## src/rtl/bank_fifo_write_arbiter_pkg.sv

```systemverilog
// Shared definitions for the bank FIFO write arbiter: state encoding and sizing helpers.
package bank_fifo_pkg;

  typedef enum logic [1:0] {
    StIdle = 2'd0,
    StXfer = 2'd1,
    StPad  = 2'd2
  } state_e;

  function automatic int unsigned bank_words(int unsigned n);
    return 32'd1 << (n - 1);
  endfunction

  // Width needed to hold indices 0..v-1, never less than one bit.
  function automatic int unsigned clog2_min1(int unsigned v);
    int unsigned r;
    r = 1;
    while ((32'd1 << r) < v) r++;
    return r;
  endfunction

endpackage

```

## src/rtl/bank_fifo_write_arbiter_rr_picker.sv

```systemverilog
// Combinational round-robin select: first asserted request at or after ptr, cyclically.
module rr_picker #(
  parameter int unsigned REQ_N = 2,
  parameter int unsigned PTR_W = 1
) (
  input  logic [REQ_N-1:0] req,
  input  logic [PTR_W-1:0] ptr,
  output logic [REQ_N-1:0] pick,
  output logic             found
);

  always_comb begin
    pick  = '0;
    found = 1'b0;
    for (int unsigned off = 0; off < REQ_N; off++) begin
      for (int unsigned i = 0; i < REQ_N; i++) begin
        if (!found && req[i] && (((32'(ptr) + off) % REQ_N) == i)) begin
          pick[i] = 1'b1;
          found   = 1'b1;
        end
      end
    end
  end

endmodule

```

## src/rtl/bank_fifo_write_arbiter.sv

```systemverilog
// Grants one producer a whole FIFO bank at a time, round-robin at bank granularity.
// Optional early-end padding is built with BANK_FIFO_WRITE_ARBITER_PAD_EN.
module bank_fifo_write_arbiter
  import bank_fifo_pkg::*;
#(
  parameter int unsigned REQ_N    = 2,
  parameter int unsigned W        = 16,
  parameter int unsigned N        = 8,
  parameter logic [W-1:0] PAD_WORD = '0
) (
  input  logic               clk,
  input  logic               rst_,
  input  logic [REQ_N-1:0]   req_valid,
  input  logic [REQ_N-1:0]   req_last,
  input  logic [REQ_N*W-1:0] req_data,
  output logic [REQ_N-1:0]   req_ready,
  output logic [REQ_N-1:0]   grant,
  output logic               busy,
  output logic               fifo_trigger,
  output logic [W-1:0]       fifo_data,
  input  logic               fifo_done,
  output logic [7:0]         banks_written
);

  localparam int unsigned PTR_W      = clog2_min1(REQ_N);
  localparam int unsigned CNT_W      = N - 1;
  localparam int unsigned BANK_WORDS = bank_words(N);
  localparam logic [CNT_W-1:0] CNT_MAX = CNT_W'(BANK_WORDS - 1);

  state_e           state_q, state_d;
  logic [REQ_N-1:0] grant_q, grant_d;
  logic [CNT_W-1:0] cnt_q, cnt_d;
  logic [7:0]       banks_q, banks_d;
  logic [PTR_W-1:0] ptr_q, ptr_d;

  logic [REQ_N-1:0] pick;
  logic             found;
  logic             g_valid;
  logic [W-1:0]     g_data;
  logic [PTR_W-1:0] g_next;
  logic             accept;
  logic             bank_done;

  rr_picker #(
    .REQ_N(REQ_N),
    .PTR_W(PTR_W)
  ) u_picker (
    .req  (req_valid),
    .ptr  (ptr_q),
    .pick (pick),
    .found(found)
  );

  // Owner's lane and the pointer value that follows it.
  always_comb begin
    g_valid = 1'b0;
    g_data  = '0;
    g_next  = '0;
    for (int unsigned i = 0; i < REQ_N; i++) begin
      if (grant_q[i]) begin
        g_valid = req_valid[i];
        g_data  = req_data[i*W +: W];
        g_next  = PTR_W'((i + 1) % REQ_N);
      end
    end
  end

  // fifo_trigger is a function of state and valid only, so fifo_done cannot loop back.
  always_comb begin
    fifo_trigger = 1'b0;
    fifo_data    = '0;
    req_ready    = '0;
    case (state_q)
      StXfer: begin
        fifo_trigger = g_valid;
        fifo_data    = g_data;
        req_ready    = grant_q & {REQ_N{fifo_done & g_valid}};
      end
`ifdef BANK_FIFO_WRITE_ARBITER_PAD_EN
      StPad: begin
        fifo_trigger = 1'b1;
        fifo_data    = PAD_WORD;
      end
`endif
      default: ;
    endcase
  end

  assign accept    = fifo_trigger & fifo_done;
  assign bank_done = accept & (cnt_q == CNT_MAX);

`ifdef BANK_FIFO_WRITE_ARBITER_PAD_EN
  logic g_last;
  assign g_last = |(grant_q & req_last);
`else
  logic unused_pad_inputs;
  assign unused_pad_inputs = ^{req_last, PAD_WORD};
`endif

  always_comb begin
    state_d = state_q;
    grant_d = grant_q;
    cnt_d   = cnt_q;
    banks_d = banks_q;
    ptr_d   = ptr_q;
    // Counter is exactly bank-sized, so it wraps to zero on the last word.
    if (accept) cnt_d = cnt_q + 1'b1;
    if (bank_done) begin
      banks_d = banks_q + 8'd1;
      ptr_d   = g_next;
      grant_d = '0;
      state_d = StIdle;
    end else if (state_q == StIdle && found) begin
      grant_d = pick;
      state_d = StXfer;
    end
`ifdef BANK_FIFO_WRITE_ARBITER_PAD_EN
    else if (state_q == StXfer && accept && g_last) begin
      state_d = StPad;
    end
`endif
  end

  always_ff @(posedge clk or negedge rst_) begin
    if (!rst_) begin
      state_q <= StIdle;
      grant_q <= '0;
      cnt_q   <= '0;
      banks_q <= '0;
      ptr_q   <= '0;
    end else begin
      state_q <= state_d;
      grant_q <= grant_d;
      cnt_q   <= cnt_d;
      banks_q <= banks_d;
      ptr_q   <= ptr_d;
    end
  end

  assign grant         = grant_q;
  assign busy          = (state_q != StIdle);
  assign banks_written = banks_q;

endmodule

```

## config.mk

```make
export PLATFORM = sky130hd
export DESIGN_NAME = bank_fifo_write_arbiter
export DESIGN_NICKNAME = d
export VERILOG_FILES = /design/src/rtl/bank_fifo_write_arbiter_pkg.sv /design/src/rtl/bank_fifo_write_arbiter_rr_picker.sv /design/src/rtl/bank_fifo_write_arbiter.sv
export SDC_FILE = /design/constraint.sdc
export NUM_CORES = 1
export LEC_CHECK = 0
export BUFFER_PORTS_ARGS = -buffer_cell sky130_fd_sc_hd__buf_4
export CORE_UTILIZATION = 47
export DETAILED_ROUTE_END_ITERATION = 16
export GPL_TIMING_DRIVEN = 0
export HOLD_SLACK_MARGIN = 0.1
export PLACE_DENSITY = 0.85
export SLEW_MARGIN = 15
export SYNTH_ARGS = -nofsm -noshare
export SYNTH_HDL_FRONTEND = slang
export SYNTH_SLANG_ARGS = --single-unit
```

## constraint.sdc

```tcl
create_clock -name clk -period 2.15 [get_ports clk]
set_input_delay 0.1075 -clock clk [delete_from_list [all_inputs] [get_ports clk]]
set_output_delay 0.1075 -clock clk [all_outputs]
set_load 0.01 [all_outputs]
```

==> flow_summary_export.csv, run 1 <==
group,metric,value,unit
run_status,status,"finished, final reports clean",
clock_network,cts_buffer_depth,2,
clock_network,cts_resized,0,
cells_and_area,nFillCells,184,
die,die_area,2790,um^2
cells_and_area,n_antenna_cell,0,
placement,gp_congestion,0.841,
timing,timing.hold.ws,0.159,ns
die,io_pins,69,
clock_network,hold_buffers,3,
yosys,ys_warn_count,0,
die,start_util,0.495,
cells_and_area,seq_area,475,um^2
clock_network,insertion_delay,0.29,ns
setup_path,start_kind,"flip-flop",
timing,max_slew.worst_pin.slew,0.421,ns
grt,grt-ovfl-total,0,
timing,max-slew-margin-rel,0.720,
yosys,synth_area,1210,um^2
cells_and_area,finalInstanceArea,1800,um^2
clock_network,tritoncts,"built",
clock_network,cts_sinks,19,
setup_path,cp_max_fo,10,
cells_and_area,mostFrequentLayoutCells,"67 x buf_4, 19 x dfrtp_1, 17 x nor2b_1",
placement,dp_hpwl,2330,um
grt,grt_max_degree,20,
cells_and_area,drive_gt1_frac,0.440,
cells_and_area,final_util,0.735,
detailed_routing,num_vias,1186,
grt,track_usage,0.229,
cells_and_area,syn_to_final_growth,48.5,%
placement,numPortBuffers,66,
detailed_routing,wl_per_cell,13.6,um
yosys,syn_inst,120,
power_and_ir_drop,p_per_area,526,nW/um^2
timing,min_period_over_period,0.887,
timing,grt_setup_unrepaired,"false",
clock_network,cts_buffers,3,
timing,fin_tns_setup,0,ns
yosys,ys.flop_type,"dfrtp_1",
grt,antenna_found_initial,0,
placement,placed_area,1750,um^2
cells_and_area,multi_input_comb_area,698,um^2
die,die_w,52.8,um
run,maxCapViolCount,0,
detailed_routing,ant_nets,0,
die,die_h,52.8,um
detailed_routing,routed_via_density,5.32,
clock_network,cts-root-buf,"clkbuf_4",
yosys,postSynthAreaPerCell,10.1,um^2
timing,fin_skew,0.00231,ns
timing,period_needed,1.91,ns
setup_path,end_kind,"output pin",
die,core,2450,um^2
timing,slew_violations,0,
worst_hold_path,min_path_type,"input port to flip-flop",
detailed_routing,route.detailed.drc,0,
cells_and_area,final_common_cell,"buf_4",
cells_and_area,finalNetCount,235,
setup_path,crit_required,2.04,ns
grt,grt_pass1_vias,1124,
detailed_routing,totalWireLength,3030,um
power_and_ir_drop,power_leakage,0.891,nW
placement,preCtsSetupSlack,0.575,ns
timing,max_freq,524,MHz
timing,setup_viol,0,
yosys,async_flop_share,1.00,
timing,fin_ws,0.242,ns
clock_network,cts_setup_buffers,0,
yosys,synth_seq_cells,19,
setup_path,cp.arrival,1.80,ns
clock_network,htree_num_levels,1,
yosys,synth-edff-count,0,
clock_network,clkTransAtPathRegs,0.10,ns
yosys,ys_seq_area_frac,0.391,
yosys,synth_cell_type_count,34,
yosys,syn-num-nets,161,
power_and_ir_drop,ir_drop,0.000544,V
detailed_routing,drt_iter0_drc,22,
setup_path,crit_type,"flip-flop to output pin",
timing,hold_viol_final,0,
detailed_routing,drtPass1Iterations,4,
grt,grt_first_pass_wirelength,4660,um
die,core.rowCount,18,
[critical path: stages, from the launching register on]
cell	delay, ns
dfrtp_1	0.41
buf_2	0.19
nor2b_1	0.11
buf_2	0.18
buf_2	0.24
a22oi_1	0.09
nor2b_1	0.15
buf_4	0.14
[final cells by class]
class	instances	area share
plain buffers	7	0.0187
clock buffers	4	0.0146
inverters	2	0.00416
multi-input cells	92	0.387
flip-flops and latches	19	0.264
well taps	30	0.0208
repair buffers	69	0.291
[synth_stat cells, drive strengths merged, types with 3 or more instances]
cell	n	share of area
nand2	6	0.019
a21oi	3	0.012
and3	4	0.023
buf	4	0.019
nor2b	17	0.088
clkbuf	3	0.0093
nand3	5	0.021
xor2	6	0.043
nor2	4	0.012
xnor2	7	0.050
and2	4	0.022
a22oi	16	0.099
dfrtp	19	0.39
[report_power, final]
part	switching (mW)	total [mW]	internal [mW]
clock	0.105	0.177	0.0723
sequential	0.0532	0.457	0.404
combinational	0.132	0.315	0.183
[final timing paths]
check                      slack, ns             start          endpoint  depth (start not counted)
max                             0.24          grant[1]      fifo_data[8]                          7
min                             0.16      req_valid[0]          grant[1]                          4
max reg2reg                     0.53        state_q[0]        state_q[0]                          4
min reg2reg                     0.48  banks_written[7]  banks_written[7]                          1
max in group asynchronous       1.74              rst_          grant[1]                          2
min in group asynchronous       0.21              rst_  banks_written[5]                          2
[sequential cells by signal (all words and copies together), names as in the netlist]
| register | cells |
|---|---|
| banks_written | 8 |
| cnt_q | 7 |
| grant | 2 |
| ptr_q | 1 |
| state_q | 1 |
[per-layer routing]
| metal | up-vias | global-route usage | part of all wire |
|---|---|---|---|
| li1 | 573 | - | - |
| met1 | 558 | 0.245 | 0.39 |
| met2 | 49 | 0.416 | 0.49 |
| met3 | 6 | 0.0493 | 0.095 |
| met4 | 0 | 0.114 | 0.017 |
| met5 | - | 0 | 0 |
[through the flow]
| stage | total power [mW] | std cells |
|---|---|---|
| 3_3_place_gp | 0.762 | 216 |
| 6_report | 0.950 | 223 |
| 2_1_floorplan | 0.622 | 120 |
| 5_1_grt | 1.01 | 223 |
| 4_1_cts | 0.961 | 223 |
| 3_5_place_dp | 0.780 | 216 |
[cell families (layout without fill, tap and decap cells)]
kind of cell               Yosys count  after routing  synth area share
xor gates and xnor gates            13             13            0.0937
muxes                                2              2            0.0216
and+or+nand+nor                     50             50             0.258
adders and majority gates            2              2            0.0206
DFF                                 19             19             0.391
buffers and inverters                9             82            0.0340
AOI/OAI and AO/OA                   25             25             0.180
(Power assumes the default switching activity.)
==> run 2: changes to the inputs <==
--- a/config.mk
+++ b/config.mk
@@ -5,12 +5,13 @@
 export SDC_FILE = /design/constraint.sdc
 export NUM_CORES = 1
 export LEC_CHECK = 0
+export ABC_AREA = 1
 export BUFFER_PORTS_ARGS = -buffer_cell sky130_fd_sc_hd__buf_4
-export CORE_UTILIZATION = 47
+export CORE_UTILIZATION = 48
 export DETAILED_ROUTE_END_ITERATION = 16
 export GPL_TIMING_DRIVEN = 0
 export HOLD_SLACK_MARGIN = 0.1
-export PLACE_DENSITY = 0.85
+export PLACE_DENSITY = 0.84
 export SLEW_MARGIN = 15
 export SYNTH_ARGS = -nofsm -noshare
 export SYNTH_HDL_FRONTEND = slang
==> run 2 against run 1 <==
Effect of this change: first-iteration DRC count down 18%; wire length up 8.3%; register-to-register slack improved by 0.17 ns; die area up 6.1%; final cell count increased by 31%; worst hold slack lost 0.034 ns; setup slack improved by 0.11 ns; non-clock buffer count down 2; sequential power down 2%; sequential share of layout area decreased by 1.3 points; clock skew shrank 0.0013 ns; combinational power fell by 24%.
==> flow_summary_export.csv, run 2 <==
group,metric,value,unit
timing,max_slew.worst_pin.slew,0.439,ns
grt,grt_first_pass_wirelength,4730,um
grt,grt_max_degree,20,
power_and_ir_drop,sw_frac_of_total,0.318,
detailed_routing,drt_iter0_drc,18,
yosys,postSynthAreaPerCell,6.95,um^2
grt,track_usage,0.224,
clock_network,hold_buffers,2,
yosys,syn-num-nets,231,
yosys,synth_area,1320,um^2
yosys,synthTopCellsByArea,"dfrtp_1 36%, nand2_1 23%, a21oi_1 6.1%",
placement,dp_cells,286,
clock_network,cts_buffers,3,
placement,gp_congestion,0.796,
yosys,synth-edff-count,0,
setup_path,rr_startpoint,"cnt_q[0]",
timing,fin_skew,0.00106,ns
worst_hold_path,whs_endpoint,"cnt_q[0]",
timing,grt_setup_unrepaired,"false",
yosys,syn_inst,190,
die,die_h,54.4,um
setup_path,cp.arrival,1.69,ns
yosys,synth_cell_type_count,27,
setup_path,r2r-end,"banks_written[2]",
worst_hold_path,hold_start,"fifo_done",
detailed_routing,ant_nets,0,
run_status,status,"finished, final reports clean",
power_and_ir_drop,power_leakage,1.02,nW
detailed_routing,drtPass1Iterations,4,
setup_path,crit_required,2.04,ns
timing,hold_viol_final,0,
run,maxCapViolCount,0,
worst_hold_path,min_path_type,"input port to flip-flop",
grt,grt-ovfl-total,0,
clock_network,clkTransAtPathRegs,0.12,ns
clock_network,insertion_delay,0.30,ns
power_and_ir_drop,p_per_area,462,nW/um^2
placement,numPortBuffers,66,
clock_network,tritoncts,"built",
die,core.rowCount,18,
setup_path,rrSetupSlack,0.70,ns
die,die_area,2960,um^2
power_and_ir_drop,comb_power_share,0.272,
power_and_ir_drop,pwr-share-seq,0.511,
cells_and_area,finalInstanceArea,1900,um^2
detailed_routing,num_vias,1407,
cells_and_area,largest_register_ffs,8,
cells_and_area,fin_cells,292,
yosys,synth_most_common_cell,"nand2_1",
grt,grt_pass1_vias,1102,
timing,period_needed,1.79,ns
die,die_w,54.4,um
setup_path,end_kind,"output pin",
setup_path,r2r_cells,6,
yosys,yosys.area.top_type,"dfrtp_1",
setup_path,crit_type,"flip-flop to output pin",
placement,dp_hpwl,2450,um
grt,antenna_found_initial,0,
power_and_ir_drop,power_frac_clock,0.217,
timing,max-slew-margin-rel,0.707,
cells_and_area,mostFrequentLayoutCells,"81 x nand2_1, 66 x buf_4, 19 x dfrtp_1",
yosys,ys_warn_count,0,
yosys,ys_seq_area_frac,0.360,
cells_and_area,syn_to_final_growth,44.0,%
yosys,ys.flop_type,"dfrtp_1",
power_and_ir_drop,power_switching,279,uW
die,core,2540,um^2
power_and_ir_drop,p_int,599,uW
clock_network,cts_sinks,19,
clock_network,cts_setup_buffers,0,
detailed_routing,route.detailed.drc,0,
timing,setup_viol,0,
timing,fin_tns_setup,0,ns
yosys,async_flop_share,1.00,
worst_hold_path,hold-path-cell-count,3,
timing,slew_violations,0,
yosys,synth_commonest_cells,"81 x nand2_1, 19 x dfrtp_1, 17 x inv_1",
clock_network,cts-root-buf,"clkbuf_4",
cells_and_area,drive_gt1_frac,0.328,
setup_path,cp_max_fo,10,
clock_network,htree_num_levels,1,
cells_and_area,n_antenna_cell,0,
timing,max_freq,558,MHz
clock_network,cts_buffer_depth,2,
setup_path,start_kind,"flip-flop",
yosys,synth_seq_cells,19,
cells_and_area,final_common_cell,"nand2_1",
die,start_util,0.519,
yosys,synth_top_area_share,0.360,
clock_network,cts_resized,0,
power_and_ir_drop,ir_drop,0.000588,V
die,io_pins,69,
detailed_routing,wl_per_cell,11.2,um
timing,min_period_over_period,0.834,
placement,placed_area,1850,um^2
detailed_routing,routed_via_density,4.82,
cells_and_area,finalNetCount,304,
detailed_routing,totalWireLength,3280,um
run 2: changes by cell type in the layout (fill, tap and decap cells not counted), moves of 5 or more:
| cell | before | now |
|---|---|---|
| nand2_1 | 6 | 81 |
| nor2b_1 | 17 | 0 |
| a22oi_1 | 16 | 0 |
| inv_1 | 2 | 17 |
| a21oi_1 | 3 | 16 |
| o21ai_0 | 1 | 7 |
| nor2_1 | 4 | 9 |
run 2: worst max-delay path by stage:
stage	from	endpoint	slack [ns]
final	grant[1]	fifo_data[6]	0.36
after global routing	grant[1]	fifo_data[7]	0.22
after CTS	grant[1]	fifo_data[6]	0.35
after detailed placement	cnt_q[0]	banks_written[2]	0.71
after global placement	grant[1]	fifo_data[7]	0.73
after floorplan	grant[1]	fifo_data[10]	0.85
run 2: layout make-up:
cell class | instances | area (um^2)
plain buffers | 6 | 40.0
clock buffers | 3 | 22.5
flip-flops and latches | 19 | 475
clock inverters | 1 | 5.00
multi-input cells | 147 | 737
fillers | 219 | 644
well taps | 30 | 37.5
repair buffers | 68 | 515
inverters | 18 | 67.6
run 2: kinds of logic after synthesis:
family          after synthesis  synth area share
fa+ha+maj                     2            0.0190
compound gates               28             0.118
flops                        19             0.360
xor+xnor                      9            0.0597
buf+inv                      24            0.0815
simple gates                108             0.361
run 2: worst max-delay path, cell delays in order, from the launching register on:
cell,delay (ns)
dfrtp_1,0.42
buf_6,0.15
nor2_4,0.20
buf_2,0.25
nand2_1,0.08
a21oi_1,0.13
buf_4,0.14
run 2: metrics by stage:
step                utilization  total power, mW  hold slack (ns)  worst slack, ns
floorplan                     -            0.579           -0.188            0.848
global route              0.747            0.932            0.142            0.223
detailed placement        0.728            0.694         -0.00456            0.714
CTS                       0.747            0.886            0.121            0.352
finish                    0.747            0.879            0.124            0.357
global placement          0.728            0.686         -0.00663            0.734
run 2: routing by layer:
layer | track usage | share of wire | wire [um] | vias up
li1 | - | - | - | 743
met3 | 0.0583 | 0.034 | 111 | 2
met4 | 0.0513 | 0.0058 | 19 | 0
met2 | 0.366 | 0.51 | 1680 | 24
met5 | 0 | 0 | 0 | -
met1 | 0.295 | 0.45 | 1470 | 638
run 2: power by group through the flow:
stage          registers [mW]  clock network, mW  logic, mW
6_report                0.449              0.190      0.239
2_1_floorplan           0.445                  0      0.134
3_3_place_gp            0.454                  0      0.233
3_5_place_dp            0.457                  0      0.237
5_1_grt                 0.457              0.207      0.269
4_1_cts                 0.449              0.195      0.242
==> run 3: changes to the inputs <==
--- a/config.mk
+++ b/config.mk
@@ -7,11 +7,11 @@
 export LEC_CHECK = 0
 export ABC_AREA = 1
 export BUFFER_PORTS_ARGS = -buffer_cell sky130_fd_sc_hd__buf_4
-export CORE_UTILIZATION = 48
+export CORE_UTILIZATION = 40
 export DETAILED_ROUTE_END_ITERATION = 16
 export GPL_TIMING_DRIVEN = 0
 export HOLD_SLACK_MARGIN = 0.1
-export PLACE_DENSITY = 0.84
+export PLACE_DENSITY = 0.75
 export SLEW_MARGIN = 15
 export SYNTH_ARGS = -nofsm -noshare
 export SYNTH_HDL_FRONTEND = slang
==> constraint.sdc (replaced) <==
create_clock -name clk -period 1.5 [get_ports clk]
set_input_delay 0.075 -clock clk [delete_from_list [all_inputs] [get_ports clk]]
set_output_delay 0.075 -clock clk [all_outputs]
set_load 0.01 [all_outputs]
==> run 3 against run 2 <==
Effect of this change: the flow now finishes with violations (setup timing); flip-flop and latch count stayed put; core utilization is 4.2 points lower; via count is 8.2% higher; largest cell class unchanged.
==> flow_summary_export.csv, run 3 (synthesis results as in run 2) <==
group,metric,value,unit
run_status,status,"finished with violations",
run_status,violations,"setup timing",
cells_and_area,seq_area,477,um^2
die,die_h,59.4,um
clock_network,tritoncts,"built",
timing,fin_skew,0.0112,ns
die,die_w,59.4,um
power_and_ir_drop,p_per_area,606,nW/um^2
detailed_routing,drt_iter0_drc,27,
setup_path,critical_path.max_stage_delay,0.42,ns
cells_and_area,largest_register_ffs,8,
setup_path,r2r_cells,9,
clock_network,htree_num_levels,1,
run,maxCapViolCount,0,
timing,max_slew.worst_pin.slew,0.299,ns
setup_path,r2r-end,"ptr_q",
setup_path,cp_max_fo,5,
cells_and_area,drive_gt1_frac,0.473,
die,start_util,0.425,
cells_and_area,syn_to_final_growth,65.7,%
cells_and_area,finalNetCount,319,
setup_path,path_cells,"buf_6 -> nor2_4 -> buf_6 -> nand2_1 -> a21oi_2 -> buf_4",
clock_network,cts_sinks,19,
placement,dp_hpwl,2380,um
timing,min_period_over_period,1.05,
detailed_routing,route.detailed.drc,0,
placement,numPortBuffers,66,
setup_path,end_kind,"output pin",
detailed_routing,totalWireLength,3710,um
die,io_pins,69,
die,die_area,3530,um^2
setup_path,cp.arrival,1.50,ns
grt,grt_first_pass_wirelength,5290,um
grt,grt_max_degree,20,
timing,max_freq,633,MHz
clock_network,insertion_delay,0.32,ns
cells_and_area,n_antenna_cell,0,
placement,gp_congestion,0.741,
setup_path,rr_startpoint,"grant[1]",
cells_and_area,nFillCells,268,
grt,antenna_found_initial,0,
grt,track_usage,0.193,
setup_path,rrSetupSlack,0,ns
cells_and_area,multi_input_comb_area,863,um^2
power_and_ir_drop,p_total,1.32,mW
detailed_routing,wl_per_cell,11.6,um
power_and_ir_drop,ir_drop,0.000464,V
grt,grt_pass1_vias,1218,
timing,period_needed,1.58,ns
cells_and_area,final_util,0.705,
clock_network,cts_buffer_depth,2,
timing,grt_setup_unrepaired,"true",
setup_path,start_kind,"flip-flop",
cells_and_area,final_common_cell,"buf_4",
setup_path,crit_type,"flip-flop to output pin",
worst_hold_path,min_path_type,"input port to async pin",
cells_and_area,mostFrequentLayoutCells,"78 x buf_4, 70 x nand2_1, 18 x dfrtp_1",
setup_path,crit_path_top_delay_cell,"dfrtp_1",
power_and_ir_drop,power_leakage,1.16,nW
placement,dp_cells,300,
timing,setup_viol,18,
clock_network,cts-root-buf,"clkbuf_4",
timing,max-slew-margin-rel,0.799,
setup_path,critPathMostFrequentCell,"buf_6",
die,core,3100,um^2
die,core.rowCount,20,
timing,slew_violations,0,
detailed_routing,drtPass1Iterations,4,
clock_network,cts_buffers,3,
cells_and_area,fin_cells,321,
clock_network,clkTransAtPathRegs,0.12,ns
setup_path,crit_required,1.42,ns
detailed_routing,routed_via_density,4.74,
timing,hold_viol_final,0,
timing,fin_ws,-0.0787,ns
detailed_routing,ant_nets,0,
grt,grt-ovfl-total,0,
detailed_routing,num_vias,1523,
[run 3: worst max-delay path by stage]
stage	from	end	slack, ns	cells after the start
3_5_place_dp	cnt_q[0]	grant[1]	0.07	6
6_report	grant[1]	fifo_data[1]	-0.08	6
2_1_floorplan	grant[1]	fifo_data[10]	0.23	5
5_1_grt	grant[1]	fifo_data[6]	-0.17	6
3_3_place_gp	cnt_q[0]	grant[1]	0.09	6
4_1_cts	grant[1]	fifo_data[6]	-0.08	6
[run 3: metal layers]
metal | track usage | vias to the layer above | routed length (um)
li1 | - | 775 | -
met1 | 0.285 | 709 | 1670
met2 | 0.286 | 36 | 1870
met3 | 0.0502 | 3 | 154
met4 | 0.0306 | 0 | 14
met5 | 0 | - | 0
[run 3: final cells by class]
class                      count  area share
timing repair buffer          83       0.297
inverter                      18      0.0309
clock inverter                 1     0.00229
buffer                         5      0.0212
multi-input combinational    148       0.395
sequential                    19       0.218
clock buffer                   3      0.0103
tap                           44      0.0252
[run 3: power by group]
part	total, mW	leakage [nW]	switching (mW)	internal [mW]
logic	0.395	0.902	0.176	0.219
registers	0.649	0.236	0.0771	0.571
clock network	0.281	0.0177	0.181	0.0999
total	1.32	1.16	0.434	0.890
[run 3: critical path, delay by kind of cell, from the launching register on]
kind | cells | cell delay [ns]
and+or+nand+nor | 2 | 0.23
AOI/OAI and AO/OA | 1 | 0.12
buffers and inverters | 3 | 0.42
DFF | 1 | 0.42
[run 3: what timing repair did]
item                       in CTS  in global routing
pin swaps                       5                 12
hold buffers                    3                  0
cloned                          1                  1
gates resized for setup        19                 25
hold endpoints to repair       22                  0
setup endpoints to repair      18                 26
setup buffers                   6                  7
[run 3: per-stage QoR]
step	area (um^2)	worst slack [ns]	hold slack [ns]	setup TNS [ns]
floorplan	1320	0.231	-0.221	0
global placement	1870	0.0857	-0.0345	0
detailed placement	1870	0.0722	-0.0348	0
CTS	2030	-0.0801	0.132	-0.904
global route	2190	-0.174	0.146	-3.25
finish	2190	-0.0787	0.140	-1.01
